### src/rtl/mmt_sync_edge_filter.sv
// Purpose: debounce an already-synchronized level, emit rise/fall pulses, count edges, hold the last edge for a consumer.
// Latency: level_out and pulses update on the edge that samples the FILTER_CYCLES-th consecutive new value.
// Backpressure: one-entry event register with valid/ready; an edge arriving while it is full and not drained is dropped and flagged.
//
// Ports:
//   clk, rst          - sole clock (rising edge), synchronous active-high reset
//   sync_in           - input level, already synchronized into clk
//   level_out         - filtered, registered level
//   rise_pulse        - one-cycle pulse on an accepted 0->1 change
//   fall_pulse        - one-cycle pulse on an accepted 1->0 change
//   evt_valid         - event holding register occupied
//   evt_ready         - consumer accepts the held event
//   evt_edge          - held event type (1 = rise, 0 = fall)
//   evt_overflow      - sticky: an event was dropped (cleared only by rst)
//   edge_count        - saturating count of accepted edges
module mmt_sync_edge_filter #(
    parameter int FILTER_CYCLES = 4,
    parameter bit RESET_VAL     = 1'b0,
    parameter int CNT_W         = 8
) (
    input  logic             clk,
    input  logic             rst,
    input  logic             sync_in,
    output logic             level_out,
    output logic             rise_pulse,
    output logic             fall_pulse,
    output logic             evt_valid,
    input  logic             evt_ready,
    output logic             evt_edge,
    output logic             evt_overflow,
    output logic [CNT_W-1:0] edge_count
);

    typedef enum logic [1:0] {
        STABLE_LO = 2'd0,
        QUAL_HI   = 2'd1,
        STABLE_HI = 2'd2,
        QUAL_LO   = 2'd3
    } state_t;

    // qcnt value at which the next confirming sample completes qualification
    localparam logic [7:0] QLAST  = 8'(FILTER_CYCLES - 1);
    localparam bit         SINGLE = (FILTER_CYCLES == 1);

    state_t     state;
    state_t     state_nxt;
    logic [7:0] qcnt;
    logic [7:0] qcnt_nxt;
    logic       rise_acc;
    logic       fall_acc;
    logic       edge_acc;

    // State register
    always_ff @(posedge clk) begin
        if (rst) begin
            state <= RESET_VAL ? STABLE_HI : STABLE_LO;
            qcnt  <= 8'd0;
        end else begin
            state <= state_nxt;
            qcnt  <= qcnt_nxt;
        end
    end

    // Next-state logic. Any sample disagreeing with the candidate level
    // drops straight back to the stable state, so qualification needs an
    // unbroken run of FILTER_CYCLES samples.
    always_comb begin
        state_nxt = state;
        qcnt_nxt  = qcnt;
        case (state)
            STABLE_LO: begin
                if (sync_in) begin
                    if (SINGLE) begin
                        state_nxt = STABLE_HI;
                        qcnt_nxt  = 8'd0;
                    end else begin
                        state_nxt = QUAL_HI;
                        qcnt_nxt  = 8'd1;
                    end
                end
            end
            QUAL_HI: begin
                if (sync_in) begin
                    if (qcnt == QLAST) begin
                        state_nxt = STABLE_HI;
                        qcnt_nxt  = 8'd0;
                    end else begin
                        qcnt_nxt  = qcnt + 8'd1;
                    end
                end else begin
                    state_nxt = STABLE_LO;
                    qcnt_nxt  = 8'd0;
                end
            end
            STABLE_HI: begin
                if (!sync_in) begin
                    if (SINGLE) begin
                        state_nxt = STABLE_LO;
                        qcnt_nxt  = 8'd0;
                    end else begin
                        state_nxt = QUAL_LO;
                        qcnt_nxt  = 8'd1;
                    end
                end
            end
            QUAL_LO: begin
                if (!sync_in) begin
                    if (qcnt == QLAST) begin
                        state_nxt = STABLE_LO;
                        qcnt_nxt  = 8'd0;
                    end else begin
                        qcnt_nxt  = qcnt + 8'd1;
                    end
                end else begin
                    state_nxt = STABLE_HI;
                    qcnt_nxt  = 8'd0;
                end
            end
            default: begin
                state_nxt = STABLE_LO;
                qcnt_nxt  = 8'd0;
            end
        endcase
    end

    // Output decode: an edge is accepted only when entering a stable state
    // from the opposite level; a failed qualification returning to its own
    // stable state is not an edge.
    always_comb begin
        rise_acc = (state_nxt == STABLE_HI) && ((state == STABLE_LO) || (state == QUAL_HI));
        fall_acc = (state_nxt == STABLE_LO) && ((state == STABLE_HI) || (state == QUAL_LO));
        edge_acc = rise_acc || fall_acc;
    end

    // Registered level, pulses and saturating edge counter
    always_ff @(posedge clk) begin
        if (rst) begin
            level_out  <= RESET_VAL;
            rise_pulse <= 1'b0;
            fall_pulse <= 1'b0;
            edge_count <= '0;
        end else begin
            rise_pulse <= rise_acc;
            fall_pulse <= fall_acc;
            if (rise_acc) begin
                level_out <= 1'b1;
            end else if (fall_acc) begin
                level_out <= 1'b0;
            end
            if (edge_acc && (edge_count != {CNT_W{1'b1}})) begin
                edge_count <= edge_count + CNT_W'(1);
            end
        end
    end

    // Event holding register. A same-cycle drain frees the slot for the
    // incoming edge, so only a full, undrained register drops an event.
    always_ff @(posedge clk) begin
        if (rst) begin
            evt_valid    <= 1'b0;
            evt_edge     <= 1'b0;
            evt_overflow <= 1'b0;
        end else if (edge_acc) begin
            if (!evt_valid || evt_ready) begin
                evt_valid <= 1'b1;
                evt_edge  <= rise_acc;
            end else begin
                evt_overflow <= 1'b1;
            end
        end else if (evt_valid && evt_ready) begin
            evt_valid <= 1'b0;
        end
    end

endmodule

### config.mk
export PLATFORM = sky130hd
export DESIGN_NAME = mmt_sync_edge_filter
export DESIGN_NICKNAME = d
export VERILOG_FILES = /design/src/rtl/mmt_sync_edge_filter.sv
export SDC_FILE = /design/constraint.sdc
export NUM_CORES = 1
export LEC_CHECK = 0
export ABC_AREA = 1
export BUFFER_PORTS_ARGS = -buffer_cell sky130_fd_sc_hd__buf_4
export CORE_MARGIN = 2
export CORE_UTILIZATION = 45
export DETAILED_ROUTE_END_ITERATION = 8
export PLACE_DENSITY = 0.65
export SYNTH_ARGS = -nofsm -noshare
export SYNTH_HDL_FRONTEND = slang
export SYNTH_SLANG_ARGS = --single-unit
### constraint.sdc
create_clock -name clk -period 2.3 [get_ports clk]
set_input_delay 0.23 -clock clk [delete_from_list [all_inputs] [get_ports clk]]
set_output_delay 0.23 -clock clk [all_outputs]
set_load 0.01 [all_outputs]
# Yosys cells after proc, flatten, opt, wreduce, memory -nomap -nowiden
# Index checks and enable logic that the tools add are counted.
op_classes:
  bitwise: 1
  n_reduce_logical: 17
  n_addsub: 2
  muxes: 18
  eq_ne: 9
op_table:
  columns: ["cell", "n"]
  rows:
  - ["2-to-1 mux 8 bit", 5]
  - ["one-hot mux 8 bit (4 select lines)", 1]
  - ["adder 8 x 1 -> 8 bit, second input constant", 2]
  - ["2-to-1 mux 2 bit", 6]
  - ["== test 8 x 2 -> 1 bit, second input constant", 1]
  - ["!= test 8 bit, second input constant", 1]
  - ["one-hot mux 2 bit (4 select lines)", 1]
  - ["AND reduction 2 bit", 4]
  - ["== test 2 bit, second input constant", 3]
  - ["2-to-1 mux 1 bit", 5]
  - ["logical AND 1 bit", 4]
  - ["logical NOT 2 bit", 2]
  - ["logical OR 1 bit", 4]
  - ["!= test 2 bit, second input constant", 2]
  - ["nonzero test 2 bit", 2]
  - ["== test 2 x 1 -> 1 bit, second input constant", 1]
  - ["!= test 2 x 1 -> 1 bit, second input constant", 1]
  - ["logical NOT 1 bit", 1]
  - ["NOT 1 bit", 1]
totals:
  out_inout_bits: 14
  ff_bits: 24

# Depth between registers and ports, before layout
# Gate-level depths: netlist of the first run.
depth:
  ltp_word: 9
  mapped_depth: 11

# Worst setup path before layout of the first run
# No wires, ideal clock.
synth_path:
  path_type: "register to register"
  startpoint: "register qcnt[0]"
  endpoint: "register edge_count[6]"
  stages_incl_launch_ff: 9
  required_ps: 2183
  arrival_time_ps: 1212
  synth_period_minus_slack_ps: 1329
  setup_slack_ps: 971
  path_cell_list: "dfxtp_1 ha_1 nand2_2 nor2_4 nand2_4 nor2_8 nand2_4 nor3b_2 nor2_1"
synth_between:
  elab_chain_cells: 8
  word_cells_on_any_way: 12
  cone_classes: "eq/ne: 2; mux: 5; reduce/logical: 5"
synth_rtl:
  columns: ["item", "line", "text"]
  rows:
  - ["start: declaration", "47", "logic [7:0] qcnt;"]
  - ["start signal: assignment", "60", "qcnt <= qcnt_nxt;"]
  - ["== test 8 x 2 -> 1 bit *", "84, 108", null]
  - ["2-to-1 mux 2 bit (on tied branches)", "108, 84", null]
  - ["2-to-1 mux 2 bit (on tied branches)", "107, 83", null]
  - ["one-hot mux 2 bit (4 select lines) *", "70", "case (state)"]
  - ["== test 2 bit / logical NOT 2 bit (equally long branches)", "130, 131", null]
  - ["logical AND 1 bit (on tied branches)", "130, 131", null]
  - ["logical OR 1 bit *", "132", "edge_acc = rise_acc || fall_acc;"]
  - ["logical AND 1 bit *", "150", "if (edge_acc && (edge_count != {CNT_W{1'b1}})) begin"]
  - ["end signal: assignment", "151", "edge_count <= edge_count + CNT_W'(1);"]
  - ["end: declaration", "31", "output logic [CNT_W-1:0] edge_count"]
# Mark *: on every way between the ends. The rest lies on a longest branch, timed or not.
# A chain may end at the register's enable or synchronous reset.

# Worst setup path after layout of the first run
layout_path:
  startpoint: "register qcnt[0]"
  endpoint: "register edge_count[0]"
# The elaborated chain is that of the path after synthesis.

==> results of run 1 <==
==> critical path, stage by stage (launching register included) <==
cell and delay (ps):
dfxtp_1 400, ha_1 240, nand2_2 90, nor2_4 120, nand2_4 70, nor2_8 140
nand2_4 90, o21ai_0 170, a21oi_1 50
==> worst paths after layout <==
| check | from | end | slack (ps) | cells after the start |
|---|---|---|---|---|
| worst max register to register | qcnt[0]$_SDFFE_PP0P_ | edge_count[0]$_SDFFE_PP0P_ | 830 | 8 |
| worst min register to register | evt_overflow$_SDFFE_PP0P_ | evt_overflow$_SDFFE_PP0P_ | 470 | 2 |
| worst min-delay path | rst | qcnt[3]$_SDFFE_PP0P_ | 130 | 2 |
| worst max-delay path | qcnt[0]$_SDFFE_PP0P_ | edge_count[0]$_SDFFE_PP0P_ | 830 | 8 |
==> kinds of logic (layout without fill, tap and decap cells) <==
| kind of cell | after synthesis | after routing | share of synthesized area |
|---|---|---|---|
| buf+inv | 26 | 45 | 0.08086 |
| simple gates | 100 | 100 | 0.3982 |
| flops | 24 | 24 | 0.3930 |
| compound gates | 24 | 24 | 0.1075 |
| fa+ha+maj | 2 | 2 | 0.02047 |
==> metrics by stage <==
step | area [um^2] | setup WS (ps)
after floorplan | 1222 | 970.7
after global placement | 1383 | 907.0
after detailed placement | 1383 | 848.5
after CTS | 1405 | 832.0
after global routing | 1405 | 652.8
final | 1405 | 826.6
==> layer usage <==
| layer | share of wire | track usage | wire, um | vias to the layer above |
|---|---|---|---|---|
| li1 | - | - | - | 599 |
| met1 | 0.52 | 0.2321 | 1284 | 516 |
| met2 | 0.45 | 0.2790 | 1119 | 13 |
| met3 | 0.026 | 0.02326 | 64 | 2 |
| met5 | 0 | 0 | 0 | - |
| met4 | 0.0072 | 0.06122 | 18 | 0 |
==> layout by cell type, fill, tap and decap left out <==
cell type,Yosys,layout
dfxtp_1,24,24
and3_1,1,1
nor2_2,1,1
o21ai_1,1,1
inv_2,4,4
a211oi_1,1,1
o21ai_0,10,10
o211ai_1,1,1
nor3b_2,1,1
o21bai_2,1,1
buf_4,0,17
nand2_4,4,4
nand2_2,4,4
nor2_4,2,2
nand2_1,42,42
clkbuf_4,0,3
ha_1,2,2
nand3_1,11,11
inv_1,21,21
nor3_1,2,2
nand4_1,4,4
nor2_8,1,1
a21oi_1,10,10
nor2_1,27,27
==> sequential cells by signal (all words and copies together) (netlist names) <==
signal,count
state,2
evt_edge,1
level_out,1
rise_pulse,1
edge_count,8
evt_valid,1
evt_overflow,1
fall_pulse,1
qcnt,8
==> report_power, final <==
part	leakage, uW	internal [uW]	switching (uW)
clock	0.0000138	61.2	126
combinational	0.000427	11.7	23.3
sequential	0.000194	419	3.87
==> cell type report <==
type	count	area, um^2
Clock buffer	3	22.52
Fill cell	255	1117
Inverter	25	93.84
Multi-Input combinational cell	126	643.1
Sequential cell	24	480.5
Tap cell	30	37.54
Timing Repair Buffer	17	127.6
==> cell usage after synthesis (all sizes together) <==
library cell	count
a21oi	10
a211oi	1
buf	1
o21bai	1
nor3	2
nand3	11
dfxtp	24
nand4	4
nor3b	1
nand2	50
nor2	31
inv	25
o211ai	1
ha	2
o21ai	11
and3	1
==> results.json, run 1 <==
{
  "status": "finished, final reports clean",
  "die_x_um": 56.12,
  "drive_gt1_frac": 0.1949,
  "grtUsageTotal": 0.1717,
  "cts_made_buffers": 3,
  "ys_warn_count": 0,
  "cap_violations": 0,
  "antenna_found_initial": 0,
  "rsz0062_at_grt": "false",
  "fmax_mhz": 678.7,
  "clockBufferDepth": 2,
  "syn_nets": 182,
  "start_util": 0.4846,
  "crit_type": "reg2reg",
  "clock_skew_ps": 7.045,
  "leakage_uw": 0.0006351,
  "grt_start_max_net_pins": 18,
  "num_rows": 18,
  "max-slew-margin-rel": 0.6563,
  "hold_path.class": "in2reg",
  "grt_pass1_wl_mm": 4.422,
  "cts_max_level": 1,
  "dp_hpwl_mm": 1.870,
  "end_kind": "flop",
  "grt-ovfl-total": 0,
  "syn_area_mm2": 0.001222,
  "syn_avg_cell_area_um2": 6.946,
  "synth_cells": 176,
  "clock_sinks": 24,
  "die-area_mm2": 0.003149,
  "yosys.cell_types.count": 23,
  "peakVddDrop_v": 0.0003567,
  "grt_pass1_vias": 1063,
  "core_region_area_mm2": 0.002522,
  "synth_area_leaders": "dfxtp_1 (39%), nand2_1 (13%), nor2_1 (8.3%), inv_1 (6.4%), nand3_1 (4.5%)",
  "slew_violations": 0,
  "dr.first_iter.drc_count": 37,
  "power_uw": 645.1,
  "ys_seq_elements": 24,
  "fin_setup_tns_ps": 0,
  "timing_hold_violations_final": 0,
  "critPathArrivalTime_ps": 1690,
  "synth_seq_area_share": 0.3930,
  "remaining_drc_errors": 0,
  "netlist.area_leader.share": 0.3930,
  "nNetsFinal": 203,
  "cp.required_ps": 2510,
  "power_density_mw_per_mm2": 459.1,
  "synth_top_area_cell": "dfxtp_1",
  "first_pass_iters": 4,
  "tightestPinTransition_ps": 514.9,
  "num_vias": 1130,
  "area_growth_syn_to_layout_pct": 14.94,
  "die_h_um": 56.12,
  "wire_per_inst_um": 11.05,
  "period_share": 0.6406,
  "cts_hold_buffers": 0,
  "ant_nets": 0,
  "layout.cells.non_filler": 225,
  "portBuffers": 17,
  "place.gp.congestion": 0.8404,
  "antenna_cells": 0,
  "wl_mm": 2.486,
  "finish.utilization": 0.5570,
  "cp_max_fo": 8,
  "startpoint_type": "flop",
  "hold_ws_ps": 125.8,
  "clkTransAtPathRegs_ps": 140,
  "via_per_inst": 5.022,
  "dp_cells": 222,
  "ios": 18,
  "cts_resized": 0,
  "finalSetupViolCount": 0,
  "tritoncts": "done",
  "min_period_ps": 1473,
  "root_buffer": "clkbuf_4",
  "clk-insertion-delay-late_ps": 310,
  "post_cts_buffers": 0
}
No activity file was read; power rests on OpenSTA's default activity.
==> run 2: changes to the inputs <==
--- a/config.mk
+++ b/config.mk
@@ -10,7 +10,7 @@
 export CORE_MARGIN = 2
 export CORE_UTILIZATION = 45
 export DETAILED_ROUTE_END_ITERATION = 8
-export PLACE_DENSITY = 0.65
+export PLACE_DENSITY = 0.68
 export SYNTH_ARGS = -nofsm -noshare
 export SYNTH_HDL_FRONTEND = slang
 export SYNTH_SLANG_ARGS = --single-unit
==> constraint.sdc (replaced) <==
create_clock -name clk -period 1.3 [get_ports clk]
set_input_delay 0.13 -clock clk [delete_from_list [all_inputs] [get_ports clk]]
set_output_delay 0.13 -clock clk [all_outputs]
set_load 0.01 [all_outputs]
==> results.json, run 2 (same netlist as run 1, synthesis figures left out) <==
{
  "biggestRegsByFlops": "edge_count x8, qcnt x8, state x2",
  "grt_pass1_vias": 1138,
  "period_share": 1.045,
  "critPathArrivalTime_ps": 1620,
  "cts_made_buffers": 3,
  "clk-insertion-delay-late_ps": 320,
  "most-common-layout-cells": "nand2_1 (38), buf_4 (31), nor2_1 (24)",
  "ios": 18,
  "power_density_mw_per_mm2": 846.6,
  "rsz0062_at_grt": "true",
  "num_rows": 18,
  "leakage_uw": 0.0007328,
  "cap_violations": 0,
  "cp_slowest_cell": "dfxtp_2",
  "first_pass_iters": 4,
  "clkTransAtPathRegs_ps": 140,
  "critical_path.cell_chain": "ha_4, buf_4, nand3_2, nor2_4, nand2_2, inv_2, nand4_1, o21ai_1",
  "fin_ws_ps": -57.92,
  "clockBufferDepth": 2,
  "slew_violations": 0,
  "remaining_drc_errors": 0,
  "max-slew-margin-rel": 0.7818,
  "hold_path.class": "in2reg",
  "grt_pass1_wl_mm": 4.761,
  "wire_per_inst_um": 11.88,
  "die-area_mm2": 0.003149,
  "fin_area_mm2": 0.001624,
  "antenna_found_initial": 0,
  "final_common_cell": "nand2_1",
  "fmax_mhz": 736.4,
  "min_from": "sync_in",
  "start_util": 0.4846,
  "reg2reg_from": "qcnt[0]$_SDFFE_PP0P_",
  "grtUsageTotal": 0.1856,
  "hold_depth": 3,
  "status": "finished with violations",
  "timing_hold_violations_final": 0,
  "clock_skew_ps": 8.925,
  "tritoncts": "done",
  "min_period_ps": 1358,
  "ant_nets": 0,
  "end_kind": "flop",
  "drive_gt1_frac": 0.3555,
  "core_region_area_mm2": 0.002522,
  "area_growth_syn_to_layout_pct": 32.86,
  "violations": "setup timing",
  "finalSetupViolCount": 5,
  "timing.critical_path.from": "qcnt[0]$_SDFFE_PP0P_",
  "startpoint_type": "flop",
  "ff2ff_path_depth": 8,
  "die_x_um": 56.12,
  "clock_sinks": 24,
  "dp_hpwl_mm": 2.055,
  "cp_max_fo": 3,
  "crit_type": "reg2reg",
  "grt-ovfl-total": 0,
  "antenna_cells": 0,
  "dpl_cell_area_mm2": 0.001465,
  "slowest_delay_ps": 380,
  "nNetsFinal": 218,
  "grt_start_max_net_pins": 15,
  "cp.required_ps": 1560,
  "die_h_um": 56.12,
  "place.gp.congestion": 0.8078,
  "tightestPinTransition_ps": 326.9,
  "root_buffer": "clkbuf_4",
  "peakVddDrop_v": 0.0006294,
  "hold_ws_ps": 103.0,
  "portBuffers": 17,
  "wl_mm": 2.862,
  "cts_max_level": 1,
  "via_per_inst": 4.950,
  "dr.first_iter.drc_count": 54,
  "fin_setup_tns_ps": -242.4,
  "num_vias": 1193
}
-- run 2: cell count changes in the layout (fill, tap and decap cells not counted), sizes merged --
cell         delta
bufinv          +1
dlygate4sd3     +1
buf            +14
-- run 2: final cells by class --
type	count	area, um^2
Timing Repair Buffer	32	242.7
Multi-Input combinational cell	126	709.4
Tap cell	30	37.54
Sequential cell	24	488.0
Inverter	25	93.84
Clock inverter	1	30.03
Fill cell	225	898.4
Clock buffer	3	22.52
-- run 2: path summary, 6_finish.rpt --
path                                         endpoint  slack, ps
worst max register to register  evt_edge$_SDFFE_PP0P_        -60
worst min-delay path            rise_pulse$_SDFF_PP0_        100
worst max-delay path            evt_edge$_SDFFE_PP0P_        -60
worst min register to register  rise_pulse$_SDFF_PP0_        450
-- run 2: per-stage QoR --
| step | std cells | utilization | worst slack, ps | total power [uW] |
|---|---|---|---|---|
| 6_report | 241 | 0.6438 | -57.92 | 1375 |
| 5_1_grt | 241 | 0.6438 | -151.5 | 1438 |
| 4_1_cts | 236 | 0.6076 | -42.36 | 1381 |
| 3_5_place_dp | 231 | 0.5809 | -44.84 | 835.9 |
| 3_3_place_gp | 231 | 0.5809 | 17.78 | 833.3 |
| 2_1_floorplan | 176 | - | 3.517 | 806.3 |
-- run 2: worst max-delay path, delay by kind of cell (launching register included) --
kind / cells / cell delay [ps]
flip-flops: 1 / 380
AND/OR/NAND/NOR: 4 / 410
adder cells (fa/ha/maj): 1 / 160
buffers and inverters: 2 / 180
AO/OA/AOI/OAI: 1 / 160
-- run 2: metal layers --
layer / track usage / part of all wire / vias up
met3: 0.03488 / 0.024 / 2
met2: 0.3160 / 0.50 / 19
li1: - / - / 629
met4: 0.05782 / 0.0035 / 0
met5: 0 / 0 / -
met1: 0.2361 / 0.47 / 543
-- run 2: report_power, final --
group	total [uW]	internal [uW]	leakage (uW)	switching [uW]
logic	82.6	34.0	0.000508	48.6
registers	749	741	0.000197	7.62
clock network	544	312	0.0000279	232
-- run 2: timing repair --
action	4_1_cts	5_1_grt
pin swaps	4	10
hold buffers	1	0
hold endpoints to repair	3	0
buffers inserted	0	5
setup endpoints to repair	9	19
resized for setup	3	26
==> run 3: changes to the inputs <==
--- a/config.mk
+++ b/config.mk
@@ -8,9 +8,9 @@
 export ABC_AREA = 1
 export BUFFER_PORTS_ARGS = -buffer_cell sky130_fd_sc_hd__buf_4
 export CORE_MARGIN = 2
-export CORE_UTILIZATION = 45
+export CORE_UTILIZATION = 50
 export DETAILED_ROUTE_END_ITERATION = 8
-export PLACE_DENSITY = 0.68
+export PLACE_DENSITY = 0.74
 export SYNTH_ARGS = -nofsm -noshare
 export SYNTH_HDL_FRONTEND = slang
 export SYNTH_SLANG_ARGS = --single-unit
==> results.json, run 3 (same netlist as run 1, synthesis figures left out) <==
{
  "status": "finished with violations",
  "violations": "setup timing",
  "root_buffer": "clkbuf_4",
  "wl_mm": 2.686,
  "fill_cells": 206,
  "tightestPinTransition_ps": 307.0,
  "cap_violations": 0,
  "clock_skew_ps": 8.249,
  "portBuffers": 17,
  "ant_nets": 0,
  "fin_setup_tns_ps": -24.99,
  "wire_per_inst_um": 11.43,
  "antenna_cells": 0,
  "fin_area_mm2": 0.001550,
  "clk-insertion-delay-late_ps": 300,
  "grt_pass1_vias": 1060,
  "most-common-layout-cells": "nand2_1 (37), buf_4 (29), nor2_1 (24)",
  "timing_hold_violations_final": 0,
  "num_vias": 1174,
  "first_pass_iters": 4,
  "min_period_ps": 1317,
  "cts_max_level": 1,
  "grt_start_max_net_pins": 15,
  "finalSetupViolCount": 2,
  "ios": 18,
  "biggestRegsByFlops": "edge_count x8, qcnt x8, state x2",
  "die-area_mm2": 0.002856,
  "core_region_area_mm2": 0.002255,
  "max-slew-margin-rel": 0.7951,
  "dpl_cell_area_mm2": 0.001455,
  "num_rows": 17,
  "cts_made_buffers": 3,
  "via_per_inst": 4.996,
  "grt_pass1_wl_mm": 4.429,
  "critical_path.cell_chain": "ha_4, nand2_4, nor2_4, nand2_4, nor2_8, nand4_1, nand2_1, nand2_1, nor2_1",
  "critPathArrivalTime_ps": 1570,
  "final_common_cell": "nand2_1",
  "power_uw": 1143,
  "clockBufferDepth": 2,
  "cp_max_fo": 7,
  "fin_ws_ps": -17.34,
  "fmax_mhz": 759.1,
  "startpoint_type": "flop",
  "start_util": 0.5422,
  "dr.first_iter.drc_count": 25,
  "slew_violations": 0,
  "place.gp.congestion": 0.8667,
  "cp_slowest_cell": "dfxtp_2",
  "cts_hold_buffers": 0,
  "tritoncts": "done",
  "leakage_uw": 0.0007016,
  "grt-ovfl-total": 0,
  "peakVddDrop_v": 0.0005883,
  "end_kind": "flop",
  "crit_family": "simple AND/OR/NAND/NOR gates",
  "crit_type": "reg2reg",
  "drive_gt1_frac": 0.3237,
  "hold_path.class": "in2reg",
  "grtUsageTotal": 0.2097,
  "slowest_delay_ps": 380,
  "die_h_um": 53.45,
  "antenna_found_initial": 0,
  "nNetsFinal": 215,
  "remaining_drc_errors": 0,
  "rsz0062_at_grt": "true",
  "finish.utilization": 0.6876,
  "dp_hpwl_mm": 1.939,
  "die_x_um": 53.45,
  "area_growth_syn_to_layout_pct": 26.82,
  "cp.required_ps": 1550,
  "clock_sinks": 24,
  "clkTransAtPathRegs_ps": 130,
  "power_density_mw_per_mm2": 737.3,
  "cp_num_buf_inv": 0,
  "period_share": 1.013
}
run 3: cell types whose count changed in the layout (fill, tap and decap cells not counted), moves of 2 or more:
cell and delta:
a21oi_1 +2, buf_4 -2, dfxtp_2 -2, a21oi_2 -2, dfxtp_1 +2
run 3: path summary, 6_finish.rpt:
path / slack [ps] / endpoint / start / cells after the start
max: -20 / edge_count[4]$_SDFFE_PP0P_ / qcnt[0]$_SDFFE_PP0P_ / 9
min: 30 / qcnt[1]$_SDFFE_PP0P_ / rst / 2
max reg2reg: -20 / edge_count[4]$_SDFFE_PP0P_ / qcnt[0]$_SDFFE_PP0P_ / 9
min reg2reg: 450 / rise_pulse$_SDFF_PP0_ / state[1]$_SDFF_PP0_ / 1
run 3: report_power, final:
group          total, uW  switching [uW]  internal, uW
registers            748            7.43           741
clock network        317             209           108
logic               77.2            46.4          30.7
run 3: final cells by class:
type / instances / area [um^2] / area share
multi-input cells: 126 / 695.7 / 0.4487
clock buffers: 3 / 22.52 / 0.01453
well taps: 28 / 35.03 / 0.02260
repair buffers: 29 / 217.7 / 0.1404
flip-flops and latches: 24 / 485.5 / 0.3132
inverters: 25 / 93.84 / 0.06053
run 3: repair_timing:
action	CTS	global route
setup endpoints to repair	10	21
cloned	0	0
resized for setup	7	16
buffers inserted	2	2
pin swaps	7	8
run 3: routing by layer:
layer  track usage  up-vias  wire [um]
met1        0.2710      530       1334
met2        0.3642       16       1269
met4       0.05128        0          9
li1              -      626          -
met5             0        -          0
met3       0.02825        2         72
run 3: through the flow:
| stage | std cells | hold WS (ps) | setup WS [ps] |
|---|---|---|---|
| detailed placement | 228 | 362.4 | -39.78 |
| global placement | 228 | 351.3 | 2.756 |
| floorplan | 176 | 191.7 | 3.517 |
| global route | 235 | 20.24 | -131.5 |
| CTS | 233 | 29.07 | -31.21 |
| finish | 235 | 34.22 | -17.34 |
run 3: worst register-to-register path, stage by stage (launching register included):
cell	delay, ps
dfxtp_2	380
ha_4	160
nand2_4	60
nor2_4	90
nand2_4	70
nor2_8	140
nand4_1	140
nand2_1	100
nand2_1	50
nor2_1	90
